## config.mk

```make
export PLATFORM = sky130hd
export DESIGN_NAME = multicycle_control_fsm_flat
export DESIGN_NICKNAME = d
export VERILOG_FILES = /design/src/rtl/multicycle_control_fsm_if.sv /design/src/rtl/multicycle_control_fsm.sv /design/src/flat_wrapper.sv
export SDC_FILE = /design/constraint.sdc
export NUM_CORES = 1
export LEC_CHECK = 0
export ABC_AREA = 1
export CORE_ASPECT_RATIO = 0.9
export CORE_MARGIN = 3
export CORE_UTILIZATION = 50
export CTS_BUF_LIST = sky130_fd_sc_hd__clkbuf_16
export CTS_CLUSTER_SIZE = 24
export DETAILED_ROUTE_END_ITERATION = 7
export DONT_BUFFER_PORTS = 1
export PLACE_DENSITY_LB_ADDON = 0.3
export SYNTH_ARGS = -nofsm -noshare
export SYNTH_HDL_FRONTEND = slang
export SYNTH_SLANG_ARGS = --single-unit
export TNS_END_PERCENT = 50
```

## constraint.sdc

```tcl
create_clock -name clk -period 1.9 [get_ports clk]
set_clock_uncertainty 0.2 [all_clocks]
set_input_delay 0.285 -clock clk [delete_from_list [all_inputs] [get_ports clk]]
set_output_delay 0.285 -clock clk [all_outputs]
set_load 0.005 [all_outputs]
```

## src/rtl/multicycle_control_fsm_if.sv

```systemverilog
// Control bundle between the multicycle FSM and the datapath.
// master = control FSM, slave = datapath side.
interface multicycle_control_fsm_if #(
    parameter int INSTRET_WIDTH = 32
);
    logic [6:0]               opcode_i;
    logic                     mem_ready_i;
    logic                     pc_write_o;
    logic                     pc_write_cond_o;
    logic [1:0]               pc_src_o;
    logic                     ir_write_o;
    logic                     mem_read_o;
    logic                     mem_write_o;
    logic                     i_or_d_o;
    logic                     reg_write_o;
    logic [1:0]               mem_to_reg_o;
    logic [1:0]               alu_src_a_o;
    logic [1:0]               alu_src_b_o;
    logic [2:0]               alu_op_o;
    logic                     alu_force_add_o;
    logic [3:0]               state_o;
    logic                     illegal_o;
    logic [INSTRET_WIDTH-1:0] instret_o;

    modport master (
        input  opcode_i, mem_ready_i,
        output pc_write_o, pc_write_cond_o, pc_src_o, ir_write_o,
        output mem_read_o, mem_write_o, i_or_d_o, reg_write_o,
        output mem_to_reg_o, alu_src_a_o, alu_src_b_o, alu_op_o,
        output alu_force_add_o, state_o, illegal_o, instret_o
    );

    modport slave (
        output opcode_i, mem_ready_i,
        input  pc_write_o, pc_write_cond_o, pc_src_o, ir_write_o,
        input  mem_read_o, mem_write_o, i_or_d_o, reg_write_o,
        input  mem_to_reg_o, alu_src_a_o, alu_src_b_o, alu_op_o,
        input  alu_force_add_o, state_o, illegal_o, instret_o
    );
endinterface

```

## src/rtl/multicycle_control_fsm.sv

```systemverilog
// Main control FSM of the multicycle RISC-V datapath.
// Moore decode of state; only pc_write and ir_write see mem_ready.
module multicycle_control_fsm #(
    parameter int INSTRET_WIDTH = 32
) (
    input  logic                      clk,
    input  logic                      reset,
    multicycle_control_fsm_if.master  bus
);
    typedef enum logic [3:0] {
        S_FETCH    = 4'd0,
        S_DECODE   = 4'd1,
        S_MEM_ADDR = 4'd2,
        S_MEM_RD   = 4'd3,
        S_MEM_WB   = 4'd4,
        S_MEM_WR   = 4'd5,
        S_EXEC_R   = 4'd6,
        S_EXEC_I   = 4'd7,
        S_ALU_WB   = 4'd8,
        S_BRANCH   = 4'd9,
        S_JAL      = 4'd10,
        S_JALR     = 4'd11,
        S_LUI      = 4'd12,
        S_TRAP     = 4'd15
    } state_t;

    localparam logic [6:0] OP_R    = 7'b0110011;
    localparam logic [6:0] OP_I    = 7'b0010011;
    localparam logic [6:0] OP_LW   = 7'b0000011;
    localparam logic [6:0] OP_SW   = 7'b0100011;
    localparam logic [6:0] OP_B    = 7'b1100011;
    localparam logic [6:0] OP_LUI  = 7'b0110111;
    localparam logic [6:0] OP_JAL  = 7'b1101111;
    localparam logic [6:0] OP_JALR = 7'b1100111;

    state_t                   state_q, state_d;
    logic                     illegal_q;
    logic [INSTRET_WIDTH-1:0] instret_q;
    logic                     retire;
    logic                     pc_write, pc_write_cond, ir_write;
    logic                     mem_read, mem_write, reg_write;
    logic                     i_or_d, force_add;
    logic [1:0]               pc_src, mem_to_reg, src_a, src_b;
    logic [2:0]               alu_op;

    always_ff @(posedge clk or posedge reset) begin
        if (reset) begin
            state_q   <= S_FETCH;
            illegal_q <= 1'b0;
            instret_q <= '0;
        end else begin
            state_q <= state_d;
            if (state_d == S_TRAP)
                illegal_q <= 1'b1;
            if (retire)
                instret_q <= instret_q + 1'b1;
        end
    end

    always_comb begin
        state_d       = state_q;
        retire        = 1'b0;
        pc_write      = 1'b0;
        pc_write_cond = 1'b0;
        ir_write      = 1'b0;
        mem_read      = 1'b0;
        mem_write     = 1'b0;
        reg_write     = 1'b0;
        i_or_d        = 1'b0;
        force_add     = 1'b0;
        pc_src        = 2'b00;
        mem_to_reg    = 2'b00;
        src_a         = 2'b00;
        src_b         = 2'b00;
        alu_op        = 3'b000;
        case (state_q)
            S_FETCH: begin
                mem_read  = 1'b1;
                src_b     = 2'b01;
                force_add = 1'b1;
                if (bus.mem_ready_i) begin
                    ir_write = 1'b1;
                    pc_write = 1'b1;
                    state_d  = S_DECODE;
                end
            end
            S_DECODE: begin
                // Branch/JAL target is parked in ALUOut here.
                src_a     = 2'b10;
                src_b     = 2'b10;
                force_add = 1'b1;
                case (bus.opcode_i)
                    OP_R:         state_d = S_EXEC_R;
                    OP_I:         state_d = S_EXEC_I;
                    OP_LW, OP_SW: state_d = S_MEM_ADDR;
                    OP_B:         state_d = S_BRANCH;
                    OP_JAL:       state_d = S_JAL;
                    OP_JALR:      state_d = S_JALR;
                    OP_LUI:       state_d = S_LUI;
                    default:      state_d = S_TRAP;
                endcase
            end
            S_MEM_ADDR: begin
                src_a = 2'b01;
                src_b = 2'b10;
                if (bus.opcode_i == OP_SW) begin
                    alu_op  = 3'b011;
                    state_d = S_MEM_WR;
                end else begin
                    alu_op  = 3'b110;
                    state_d = S_MEM_RD;
                end
            end
            S_MEM_RD: begin
                mem_read = 1'b1;
                i_or_d   = 1'b1;
                if (bus.mem_ready_i)
                    state_d = S_MEM_WB;
            end
            S_MEM_WB: begin
                reg_write  = 1'b1;
                mem_to_reg = 2'b01;
                retire     = 1'b1;
                state_d    = S_FETCH;
            end
            S_MEM_WR: begin
                mem_write = 1'b1;
                i_or_d    = 1'b1;
                if (bus.mem_ready_i) begin
                    retire  = 1'b1;
                    state_d = S_FETCH;
                end
            end
            S_EXEC_R: begin
                src_a   = 2'b01;
                state_d = S_ALU_WB;
            end
            S_EXEC_I: begin
                src_a   = 2'b01;
                src_b   = 2'b10;
                alu_op  = 3'b001;
                state_d = S_ALU_WB;
            end
            S_LUI: begin
                src_b   = 2'b10;
                alu_op  = 3'b010;
                state_d = S_ALU_WB;
            end
            S_ALU_WB: begin
                reg_write = 1'b1;
                retire    = 1'b1;
                state_d   = S_FETCH;
            end
            S_BRANCH: begin
                src_a         = 2'b01;
                alu_op        = 3'b100;
                pc_write_cond = 1'b1;
                pc_src        = 2'b01;
                retire        = 1'b1;
                state_d       = S_FETCH;
            end
            S_JAL: begin
                reg_write  = 1'b1;
                mem_to_reg = 2'b10;
                pc_write   = 1'b1;
                pc_src     = 2'b01;
                retire     = 1'b1;
                state_d    = S_FETCH;
            end
            S_JALR: begin
                src_a      = 2'b01;
                src_b      = 2'b10;
                alu_op     = 3'b101;
                reg_write  = 1'b1;
                mem_to_reg = 2'b10;
                pc_write   = 1'b1;
                retire     = 1'b1;
                state_d    = S_FETCH;
            end
            S_TRAP:  state_d = S_TRAP;
            default: state_d = S_TRAP;
        endcase
    end

    // Strobes are killed combinationally so reset acts within the cycle.
    assign bus.pc_write_o      = pc_write & ~reset;
    assign bus.pc_write_cond_o = pc_write_cond & ~reset;
    assign bus.ir_write_o      = ir_write & ~reset;
    assign bus.mem_read_o      = mem_read & ~reset;
    assign bus.mem_write_o     = mem_write & ~reset;
    assign bus.reg_write_o     = reg_write & ~reset;
    assign bus.pc_src_o        = pc_src;
    assign bus.i_or_d_o        = i_or_d;
    assign bus.mem_to_reg_o    = mem_to_reg;
    assign bus.alu_src_a_o     = src_a;
    assign bus.alu_src_b_o     = src_b;
    assign bus.alu_op_o        = alu_op;
    assign bus.alu_force_add_o = force_add;
    assign bus.state_o         = state_q;
    assign bus.illegal_o       = illegal_q;
    assign bus.instret_o       = instret_q;
endmodule
```

## src/flat_wrapper.sv

```systemverilog
// flat-port wrapper written by rule: the top's interface ports become plain ports
module multicycle_control_fsm_flat 
#(
    parameter int INSTRET_WIDTH = 32
)
  (clk, reset, bus_opcode_i, bus_mem_ready_i, bus_pc_write_o, bus_pc_write_cond_o, bus_pc_src_o, bus_ir_write_o, bus_mem_read_o, bus_mem_write_o, bus_i_or_d_o, bus_reg_write_o, bus_mem_to_reg_o, bus_alu_src_a_o, bus_alu_src_b_o, bus_alu_op_o, bus_alu_force_add_o, bus_state_o, bus_illegal_o, bus_instret_o);
  multicycle_control_fsm_if #(.INSTRET_WIDTH(INSTRET_WIDTH)) bus_i ();
  input  logic clk;
  input  logic reset;
  input wire logic [$bits(bus_i.opcode_i)-1:0] bus_opcode_i;
  input wire logic [$bits(bus_i.mem_ready_i)-1:0] bus_mem_ready_i;
  output wire logic [$bits(bus_i.pc_write_o)-1:0] bus_pc_write_o;
  output wire logic [$bits(bus_i.pc_write_cond_o)-1:0] bus_pc_write_cond_o;
  output wire logic [$bits(bus_i.pc_src_o)-1:0] bus_pc_src_o;
  output wire logic [$bits(bus_i.ir_write_o)-1:0] bus_ir_write_o;
  output wire logic [$bits(bus_i.mem_read_o)-1:0] bus_mem_read_o;
  output wire logic [$bits(bus_i.mem_write_o)-1:0] bus_mem_write_o;
  output wire logic [$bits(bus_i.i_or_d_o)-1:0] bus_i_or_d_o;
  output wire logic [$bits(bus_i.reg_write_o)-1:0] bus_reg_write_o;
  output wire logic [$bits(bus_i.mem_to_reg_o)-1:0] bus_mem_to_reg_o;
  output wire logic [$bits(bus_i.alu_src_a_o)-1:0] bus_alu_src_a_o;
  output wire logic [$bits(bus_i.alu_src_b_o)-1:0] bus_alu_src_b_o;
  output wire logic [$bits(bus_i.alu_op_o)-1:0] bus_alu_op_o;
  output wire logic [$bits(bus_i.alu_force_add_o)-1:0] bus_alu_force_add_o;
  output wire logic [$bits(bus_i.state_o)-1:0] bus_state_o;
  output wire logic [$bits(bus_i.illegal_o)-1:0] bus_illegal_o;
  output wire logic [$bits(bus_i.instret_o)-1:0] bus_instret_o;
  assign bus_i.opcode_i = bus_opcode_i;
  assign bus_i.mem_ready_i = bus_mem_ready_i;
  assign bus_pc_write_o = bus_i.pc_write_o;
  assign bus_pc_write_cond_o = bus_i.pc_write_cond_o;
  assign bus_pc_src_o = bus_i.pc_src_o;
  assign bus_ir_write_o = bus_i.ir_write_o;
  assign bus_mem_read_o = bus_i.mem_read_o;
  assign bus_mem_write_o = bus_i.mem_write_o;
  assign bus_i_or_d_o = bus_i.i_or_d_o;
  assign bus_reg_write_o = bus_i.reg_write_o;
  assign bus_mem_to_reg_o = bus_i.mem_to_reg_o;
  assign bus_alu_src_a_o = bus_i.alu_src_a_o;
  assign bus_alu_src_b_o = bus_i.alu_src_b_o;
  assign bus_alu_op_o = bus_i.alu_op_o;
  assign bus_alu_force_add_o = bus_i.alu_force_add_o;
  assign bus_state_o = bus_i.state_o;
  assign bus_illegal_o = bus_i.illegal_o;
  assign bus_instret_o = bus_i.instret_o;
  multicycle_control_fsm #(.INSTRET_WIDTH(INSTRET_WIDTH)) u_core (.clk(clk), .reset(reset), .bus(bus_i));
endmodule
```

# Word-level counts from Yosys, hierarchy flattened
# Cells that the tools add are included.
totals:
  mem_count: 0
  in_bits: 10
  mem_bits_ro: 0
  word_cells: 66
  ram_bits: 0
  latch_bits: 0
  regBits: 37
  out_inout_bits: 56
op_classes:
  mux: 22
  multipliers: 0
  n_eq_ne: 21
  shift: 0
  bitwise: 7
  add_sub_neg: 1
  reduce_logical: 12
  div_mod_pow: 0
  order_cmp: 0
op_table:
  columns: ["operator", "count"]
  rows:
  - ["case mux 4 bit (7 select lines)", 2]
  - ["adder 32 x 1 -> 32 bit (second input constant)", 1]
  - ["equality test 4 bit (second input constant)", 6]
  - ["equality test 7 x 6 -> 1 bit (second input constant)", 3]
  - ["equality test 7 bit (second input constant)", 3]
  - ["equality test 4 x 3 -> 1 bit (second input constant)", 4]
  - ["case mux 3 bit (5 select lines)", 1]
  - ["OR reduction 5 bit", 3]
  - ["2-to-1 mux 4 bit", 3]
  - ["case mux 2 bit (2 select lines)", 3]
  - ["OR reduction 2 bit", 6]
  - ["2-to-1 mux 1 bit", 9]
  - ["equality test 4 x 2 -> 1 bit (second input constant)", 2]
  - ["equality test 7 x 2 -> 1 bit (second input constant)", 1]
  - ["equality test 7 x 5 -> 1 bit (second input constant)", 1]
  - ["AND 1 bit", 6]
  - ["2-to-1 mux 3 bit", 2]
  - ["equality test 4 x 1 -> 1 bit (second input constant)", 1]
  - ["zero test 4 bit", 1]
  - ["case mux 1 bit (2 select lines)", 2]
  - ["OR reduction 4 bit", 1]
  - ["OR reduction 3 bit", 1]
  - ["NOT 1 bit", 1]

# Logic depth before layout (Yosys ltp)
# Gate-level depths: netlist of run 1.
depth:
  ltp_word: 5
  mapped_depth: 11
  ltp_nobuf: 11

# Worst setup path before layout of run 1
# No wires, ideal clock.
synth_timing:
  path_kind: "reg2out"
  from: "register u_core.state_q[2], in the netlist u_core.bus.state_o[2]"
  to: "output port bus_alu_op_o[0]"
  t_required_ps: 1415
  stages_incl_launch_ff: 8
  n_path_buf: 0
  setup_slack_ps: 237
  arrival_ps: 1178
  path_cell_list: "dfrtp_1 -> nor2_1 -> inv_1 -> nor2_1 -> inv_1 -> nor2_1 -> nor2_1 -> nand2_1"
synth_via:
  elab_chain_cells: 2
  word_cells_on_any_way: 6
  classes_between: "5 x eq/ne; 1 x mux"
synth_lines:
  columns: ["element", "line_no", "source"]
  rows:
  - ["start, declared", "multicycle_control_fsm.sv:36", "state_t state_q, state_d;"]
  - ["start signal, assigned", "multicycle_control_fsm.sv:52", "state_q <= state_d;"]
  - ["equality test 4 bit (tied with other cells)", "multicycle_control_fsm.sv:76", "case (state_q)"]
  - ["case mux 3 bit (5 select lines) *", "multicycle_control_fsm.sv:76", null]
  - ["end, declared", "flat_wrapper.sv:23", "output wire logic [$bits(bus_i.alu_op_o)-1:0] bus_alu_op_o;"]
# Mark *: on every way between the ends. The rest lies on a longest branch, timed or not.

# Worst setup path after layout of run 1
layout_timing:
  from: "register u_core.state_q[2], in the netlist u_core.bus.state_o[2]"
  to: "output port bus_mem_read_o"
layout_via:
  elab_chain_cells: 4
  word_cells_on_any_way: 5
  classes_between: "1 x eq/ne; 1 x mux; 1 x bitwise; 2 x reduce/logical"
layout_lines:
  columns: ["element", "line_no", "source"]
  rows:
  - ["equality test 4 x 2 -> 1 bit / zero test 4 bit (equally long branches)", "multicycle_control_fsm.sv:76", null]
  - ["OR reduction 2 bit (no line) *", null, null]
  - ["2-to-1 mux 1 bit *", "multicycle_control_fsm.sv:76", null]
  - ["AND 1 bit *", "multicycle_control_fsm.sv:189", "assign bus.mem_read_o = mem_read & ~reset;"]
  - ["end, declared", "flat_wrapper.sv:16", "output wire logic [$bits(bus_i.mem_read_o)-1:0] bus_mem_read_o;"]
# Marks and branches as above.

==> flow_summary.json, run 1 <==
{
  "outcome": "finished, final reports clean",
  "power.leakage_nw": 1.40,
  "placed_area_mm2": 0.00277,
  "drtIter0Drc": 254,
  "fp.dieW_um": 81.7,
  "die-area_mm2": 0.00605,
  "grt_max_degree": 38,
  "tns_ps": 0,
  "vias_per_cell": 5.32,
  "yosys.area_share.simple": 0.458,
  "ys_types": 27,
  "hold_class": "input port to flop",
  "synth-seq-cells": 37,
  "finalHoldViolCount": 0,
  "synth_mux_area_frac": 0,
  "antenna_found_initial": 0,
  "fp.dieH_um": 74.1,
  "min_period_over_period": 0.986,
  "grt_pass1_vias": 2359,
  "synth_fa_ha_area_frac": 0.00485,
  "seqCellArea_um2": 932,
  "crit_arrival_ps": 1390,
  "vias": 2653,
  "grt_pass1_wl_um": 11100,
  "cts_root_buf": "clkbuf_16",
  "place.gp.congestion": 0.980,
  "synth_area_per_cell_um2": 6.33,
  "cp.required_ps": 1410,
  "n_fill_cell": 472,
  "wl_per_cell_um": 13.8,
  "fin_crit_ps": 1870,
  "synthXorXnorAreaFrac": 0.0578,
  "vdd_drop_max_uv": 409,
  "wl_um": 6860,
  "nNetsFinal": 444,
  "drc": 0,
  "crit_type": "flop to output pin",
  "fmax_mhz": 534,
  "clockPowerShare": 0.488,
  "reg2reg_slack_ps": 100,
  "drt_first_pass_iters": 5,
  "rsz0062_at_grt": "yes",
  "cts_tree": "yes",
  "finalSetupViolCount": 0,
  "end_kind": "output pin",
  "cts_buffers": 5,
  "combPwrFrac": 0.020,
  "pwr_density_cell_mw_per_mm2": 530,
  "cap_violations": 0,
  "finalMaxSlewViolations": 0,
  "intPower_w": 0.00127,
  "seq_power_share": 0.492,
  "row_count": 24,
  "port-buffer-count": 0,
  "cts_max_level": 2,
  "gr-usage-met3": 0.0690,
  "cts.sinks": 37,
  "grt_usage": 0.237,
  "synth_top_family_by_area": "simple AND/OR/NAND/NOR gates",
  "synth_cells": 407,
  "insertion_delay_ps": 280,
  "top_usage_layer": "met2",
  "pre_cts_ws_ps": 57.9,
  "syn-cell-area_mm2": 0.00258,
  "multi_input_area_mm2": 0.00151,
  "postSynthNetCount": 418,
  "crit_path_max_fanout": 7,
  "overflow": 0,
  "postRouteAntennaNets": 0,
  "clk_pin_slew_ps": 50,
  "drive_gt1_frac": 0.157,
  "synth_seq_area_share": 0.359,
  "synth-compound-area-share": 0.0311,
  "dpl.hpwl_um": 5300,
  "start_kind": "flop",
  "antenna_cells": 0,
  "setup_slack_ps": 26.2,
  "whs_ps": 66.3,
  "cts_buffer_depth": 2,
  "syn_to_final_growth_pct": 17.4,
  "grt_use_met2": 0.350,
  "final_area_mm2": 0.00303,
  "total_power_w": 0.00160,
  "start_util": 0.523,
  "gr-usage-met1": 0.340,
  "ys_warn_count": 0,
  "core_mm2": 0.00492,
  "p_switching_w": 0.000333,
  "io_pins": 66,
  "switching_share": 0.208
}
cell usage in the layout, fill, tap and decap left out, types with 2 or more instances in the layout:
cell type and n:
nand3_1 16, a21oi_1 3, nor3_1 15, clkinv_1 2, xnor2_1 5, a21oi_2 2, buf_4 22, inv_2 8
nor4_1 2, nand2_1 152, nand4_1 6, nand2_2 5, dfrtp_2 5, o21ai_0 7, nor2_2 7, nor2_1 61
xor2_1 12, clkbuf_16 5, nor2_4 6, inv_1 42, dfrtp_1 32, nor3_2 4, nand3b_1 5
power groups by stage:
stage | Clock (W) | Combinational, W | Sequential [W]
floorplan | 0 | 0.0000242 | 0.000802
global route | 0.000841 | 0.0000380 | 0.000788
global placement | 0 | 0.0000299 | 0.000802
detailed placement | 0 | 0.0000314 | 0.000802
finish | 0.000782 | 0.0000319 | 0.000788
CTS | 0.000803 | 0.0000331 | 0.000788
worst max-delay path, cell delays in order, from the launching register on:
cell	delay (ps)
dfrtp_2	470
nor2_4	170
buf_4	130
buf_4	100
nand2_1	90
a21oi_2	150
cell type report:
cell class,instances,share of cell area
Clock buffer,5,0.0414
Clock inverter,3,0.00414
Inverter,51,0.0641
Multi-Input combinational cell,315,0.498
Sequential cell,37,0.308
Tap cell,65,0.0269
Timing Repair Buffer,23,0.0579
stage by stage:
| stage | utilization | std cells |
|---|---|---|
| global route | 0.614 | 499 |
| floorplan | - | 407 |
| CTS | 0.599 | 497 |
| global placement | 0.563 | 487 |
| finish | 0.614 | 499 |
| detailed placement | 0.563 | 487 |
repair_timing:
item,CTS,global route
gates resized for setup,10,23
setup buffers,1,2
endpoints found under the hold margin,37,0
endpoints found under the setup margin,8,24
pin swaps,2,8
cloned,0,0
hold buffers,1,0
Yosys cell counts (all sizes together):
cell type / n / area (um^2)
xnor2: 5 / 43.8
nand4: 6 / 37.5
nor2: 74 / 298
conb: 1 / 3.75
buf: 4 / 31.3
nand2: 158 / 606
nor4: 2 / 12.5
a31oi: 1 / 6.26
nand3: 16 / 80.1
o2111ai: 1 / 8.76
xor2: 12 / 105
ha: 1 / 12.5
inv: 51 / 194
o21ai: 8 / 40.0
dfrtp: 37 / 926
nor3: 20 / 110
a21oi: 5 / 25.0
nand3b: 5 / 37.5
flip-flops by register name, summed over array words and instances (netlist names):
| name | cells |
|---|---|
| u_core.bus.instret_o | 32 |
| u_core.bus.state_o | 4 |
| u_core.bus.illegal_o | 1 |
cell families after synthesis:
kind of cell | count (synthesis)
buffers and inverters | 55
xor gates and xnor gates | 17
and+or+nand+nor | 281
adders and majority gates | 1
DFF | 37
AOI/OAI and AO/OA | 15
other | 1
worst paths after layout:
check / cells past startpoint / endpoint / from
min in group asynchronous: 3 / u_core.bus.instret_o[15] / reset
max: 5 / bus_mem_read_o / u_core.bus.state_o[2]
min: 4 / u_core.bus.state_o[2] / bus_opcode_i[4]
max reg2reg: 9 / u_core.bus.instret_o[20] / u_core.bus.instret_o[3]
max in group asynchronous: 3 / u_core.bus.state_o[2] / reset
min reg2reg: 2 / u_core.bus.illegal_o / u_core.bus.illegal_o
per-layer routing:
layer	up-vias	part of all wire
met5	-	0
met4	0	0.015
met3	17	0.098
met2	112	0.43
met1	1210	0.46
li1	1314	-
No activity file was read; power rests on OpenSTA's default activity.
==> inputs of run 2 (changes only) <==
--- a/config.mk
+++ b/config.mk
@@ -14,6 +14,7 @@
 export DETAILED_ROUTE_END_ITERATION = 7
 export DONT_BUFFER_PORTS = 1
 export PLACE_DENSITY_LB_ADDON = 0.3
+export REMOVE_ABC_BUFFERS = 1
 export SYNTH_ARGS = -nofsm -noshare
 export SYNTH_HDL_FRONTEND = slang
 export SYNTH_SLANG_ARGS = --single-unit
==> flow_summary.json, run 2 (synthesized netlist as in run 1, its figures left out) <==
{
  "io_pins": 66,
  "tns_ps": -40.6,
  "largest_reg_flops": 32,
  "r2r_start": "u_core.bus.state_o[0]",
  "finalMaxSlewViolations": 0,
  "drive_gt1_frac": 0.164,
  "vias_per_cell": 5.29,
  "setup_slack_ps": -30.1,
  "wl_met2_um": 3060,
  "syn_to_final_growth_pct": 18.3,
  "cts_max_level": 2,
  "start_util": 0.523,
  "nNetsFinal": 444,
  "drtIter0Drc": 145,
  "top_layer_used": "met4",
  "postRouteAntennaNets": 0,
  "end_kind": "output pin",
  "outcome": "finished with violations",
  "ff2ff_path_depth": 9,
  "die-area_mm2": 0.00605,
  "wl_per_cell_um": 14.0,
  "rsz0062_at_grt": "yes",
  "clk_pin_slew_ps": 50,
  "antenna_found_initial": 0,
  "crit_type": "flop to output pin",
  "min_period_over_period": 1.02,
  "grt_pass1_vias": 2516,
  "vias": 2638,
  "vdd_drop_max_uv": 447,
  "pwr_density_cell_mw_per_mm2": 523,
  "cts_buffer_depth": 2,
  "holdPathEnd": "u_core.bus.state_o[2]",
  "cp.required_ps": 1410,
  "core_mm2": 0.00492,
  "n_fill_cell": 462,
  "crit_path_max_fanout": 4,
  "whs_path_depth": 4,
  "whs_ps": 79.9,
  "layout_commonest_cell": "nand2_1",
  "finalSetupViolCount": 3,
  "drc": 0,
  "fp.dieH_um": 74.1,
  "grt_max_degree": 38,
  "cts_tree": "yes",
  "violations": "setup timing",
  "overflow": 0,
  "insertion_delay_ps": 280,
  "wl_met3_um": 594,
  "cts_root_buf": "clkbuf_16",
  "reg2reg_to": "u_core.bus.instret_o[5]",
  "antenna_cells": 0,
  "layout_common_cells": "152 x nand2_1, 63 x nor2_1, 43 x inv_1, 28 x dfrtp_1, 21 x buf_4",
  "fmax_mhz": 518,
  "drt_first_pass_iters": 4,
  "crit_arrival_ps": 1450,
  "fin_crit_ps": 1930,
  "power.leakage_nw": 1.42,
  "met1_length_um": 3190,
  "port-buffer-count": 0,
  "start_kind": "flop",
  "cts.sinks": 37,
  "finalHoldViolCount": 0,
  "cap_violations": 0,
  "dpl.hpwl_um": 5250,
  "hold_class": "input port to flop",
  "row_count": 24,
  "grt_pass1_wl_um": 11600,
  "reg2reg_slack_ps": 40,
  "wl_um": 6990,
  "fp.dieW_um": 81.7,
  "cts_buffers": 5,
  "grt_usage": 0.248,
  "min-delay-start": "bus_opcode_i[4]",
  "place.gp.congestion": 0.949
}
[run 2: cell counts in the layout (fill, tap and decap cells not counted)]
No cell type changed its count.
[run 2: metrics by stage]
step,power (W),instances,utilization,instance area (um^2),setup WS [ps]
after global routing,0.00165,499,0.619,3050,-107
after global placement,0.000832,485,0.559,2760,109
final,0.00159,499,0.619,3050,-30.1
after floorplan,0.000825,403,-,2550,125
after CTS,0.00161,495,0.595,2930,12.2
after detailed placement,0.000833,485,0.559,2760,46.0
[run 2: worst max path at each step]
stage                             from  slack [ps]                        to  depth (start not counted)
2_1_floorplan    u_core.bus.state_o[1]         120  u_core.bus.instret_o[23]                         10
3_3_place_gp   u_core.bus.instret_o[6]         110  u_core.bus.instret_o[20]                          9
3_5_place_dp     u_core.bus.state_o[0]          50  u_core.bus.instret_o[20]                         10
4_1_cts          u_core.bus.state_o[3]          10           bus_alu_op_o[0]                          7
5_1_grt          u_core.bus.state_o[3]        -110           bus_reg_write_o                          5
6_report         u_core.bus.state_o[0]         -30           bus_reg_write_o                          5
[run 2: cell type report]
type,instances,area (um^2),area share
sequential,37,937,0.307
tap,65,81.3,0.0267
timing repair buffer,23,188,0.0615
inverter,51,194,0.0636
clock buffer,5,125,0.0410
multi-input combinational,315,1510,0.496
clock inverter,3,12.5,0.00410
[run 2: timing repair]
action                                  CTS  global route
endpoints found under the setup margin    8            30
gates resized for setup                  11            26
hold buffers                              1             0
hold endpoints to repair                 37             0
setup buffers                             1             4
cloned                                    0             0
pin swaps                                 3             6
[run 2: power by group]
| group | switching [W] | leakage (nW) | internal (W) |
|---|---|---|---|
| combinational | 0.0000248 | 0.912 | 0.00000721 |
| clock | 0.000300 | 0.0687 | 0.000474 |
| sequential | 0 | 0.441 | 0.000788 |
[run 2: routing by layer]
metal | up-vias | GRT usage
met5 | - | 0
met4 | 0 | 0.0830
met3 | 18 | 0.0678
met2 | 97 | 0.397
met1 | 1206 | 0.326
li1 | 1317 | -
[run 2: worst max-delay path: stages, from the launching register on]
cell	delay [ps]
dfrtp_2	440
inv_2	70
nand2_1	120
nor2_1	230
nor2_2	100
nor3_1	210
==> inputs of run 3 (changes only) <==
--- a/config.mk
+++ b/config.mk
@@ -7,7 +7,7 @@
 export LEC_CHECK = 0
 export ABC_AREA = 1
 export CORE_ASPECT_RATIO = 0.9
-export CORE_MARGIN = 3
+export CORE_MARGIN = 8
 export CORE_UTILIZATION = 50
 export CTS_BUF_LIST = sky130_fd_sc_hd__clkbuf_16
 export CTS_CLUSTER_SIZE = 24
==> constraint.sdc (replaced) <==
create_clock -name clk -period 1.86 [get_ports clk]
set_clock_uncertainty 0.2 [all_clocks]
set_input_delay 0.279 -clock clk [delete_from_list [all_inputs] [get_ports clk]]
set_output_delay 0.279 -clock clk [all_outputs]
set_load 0.005 [all_outputs]
==> flow_summary.json, run 3 (synthesized netlist as in run 1, its figures left out) <==
{
  "final_util": 0.655,
  "cts.sinks": 37,
  "drc": 0,
  "layout_common_cells": "149 x nand2_1, 57 x nor2_1, 42 x inv_1, 32 x buf_4, 30 x dfrtp_1",
  "die-area_mm2": 0.00771,
  "drive_gt1_frac": 0.207,
  "core_mm2": 0.00489,
  "cts_tree": "yes",
  "insertion_delay_ps": 280,
  "hold_class": "input port to flop",
  "fmax_mhz": 542,
  "fp.dieH_um": 84.1,
  "cts_max_level": 2,
  "row_count": 24,
  "outcome": "finished, final reports clean",
  "n_fill_cell": 446,
  "slowest_stage": "dfrtp_2",
  "io_pins": 66,
  "antenna_found_initial": 0,
  "fin_crit_ps": 1840,
  "setup_slack_ps": 15.4,
  "crit_path_max_fanout": 5,
  "grt_max_degree": 38,
  "finalHoldViolCount": 0,
  "vdd_drop_max_uv": 504,
  "grt_pass1_wl_um": 12000,
  "dpl.hpwl_um": 5700,
  "cts_root_buf": "clkbuf_16",
  "power.leakage_nw": 1.50,
  "final_area_mm2": 0.00321,
  "grt_pass1_vias": 2521,
  "start_kind": "flop",
  "postRouteAntennaNets": 0,
  "pre_cts_ws_ps": 37.1,
  "place.gp.congestion": 0.969,
  "slowest_delay_ps": 450,
  "finalMaxSlewViolations": 0,
  "start_util": 0.527,
  "wl_per_cell_um": 14.8,
  "layout_commonest_cell": "nand2_1",
  "seqCellArea_um2": 935,
  "crit_arrival_ps": 1370,
  "cts_buffer_depth": 2,
  "syn_to_final_growth_pct": 24.4,
  "clk_pin_slew_ps": 60,
  "nNetsFinal": 455,
  "overflow": 0,
  "cpMostUsedCell": "nor2_4",
  "min_period_over_period": 0.992,
  "antenna_cells": 0,
  "port-buffer-count": 0,
  "multi_input_area_mm2": 0.00154,
  "drt_first_pass_iters": 4,
  "end_kind": "output pin",
  "fp.dieW_um": 91.7,
  "grt_usage": 0.190,
  "vias": 2653,
  "wl_um": 7560,
  "rsz0062_at_grt": "yes",
  "placed_area_mm2": 0.00284,
  "finalSetupViolCount": 0,
  "pwr_density_cell_mw_per_mm2": 605,
  "drtIter0Drc": 249,
  "cp.required_ps": 1380,
  "largest_reg_flops": 32,
  "vias_per_cell": 5.20,
  "cts_buffers": 5,
  "worstPathCellList": "nor2_4 -> inv_2 -> nor2_4 -> inv_2 -> nor2_4 -> nor2_1 -> nand2_1",
  "crit_type": "flop to output pin",
  "cap_violations": 0
}
-- run 3: final timing paths --
check	startpoint	to	depth (start not counted)	slack, ps
setup / recovery	u_core.bus.state_o[2]	bus_alu_op_o[0]	7	20
hold / removal	bus_opcode_i[4]	u_core.bus.state_o[2]	4	70
setup reg to reg	u_core.bus.state_o[1]	u_core.bus.instret_o[19]	9	80
hold reg to reg	u_core.bus.illegal_o	u_core.bus.illegal_o	2	310
max in group asynchronous	reset	u_core.bus.instret_o[3]	3	740
min in group asynchronous	reset	u_core.bus.instret_o[12]	3	360
-- run 3: area by class of cell --
type,instances,area share
clock inverter,3,0.0203
inverter,51,0.0605
multi-input combinational,315,0.479
sequential,37,0.292
tap,65,0.0254
timing repair buffer,34,0.0843
clock buffer,5,0.0390
-- run 3: power breakdown --
group	total, W	internal [W]	switching [W]
logic	0.0000324	0.00000733	0.0000250
registers	0.000805	0.000805	0
clock network	0.00110	0.000766	0.000337
-- run 3: through the flow --
| stage | total power (W) | setup TNS, ps | hold WS, ps | instances |
|---|---|---|---|---|
| floorplan | 0.000843 | 0 | 257 | 403 |
| global placement | 0.000850 | 0 | 108 | 496 |
| detailed placement | 0.000851 | 0 | 118 | 496 |
| CTS | 0.00195 | -3.55 | 47.1 | 507 |
| global route | 0.00198 | -281 | 100 | 510 |
| finish | 0.00194 | 0 | 67.7 | 510 |
-- run 3: worst max-delay path: cells and delay by family (launching register included) --
| kind | cells | cell delay (ps) |
|---|---|---|
| buffers and inverters | 2 | 140 |
| DFF | 1 | 450 |
| and+or+nand+nor | 5 | 490 |
-- run 3: repair_timing --
item,4_1_cts,5_1_grt
setup endpoints to repair,4,25
hold endpoints to repair,37,0
resized for setup,7,37
hold buffers,1,0
pin swaps,1,9
setup buffers,2,3
-- run 3: routing by layer --
layer	global-route usage	routed length [um]
met4	0.0520	93
met1	0.244	3310
met5	0	0
met2	0.296	3450
met3	0.0629	706
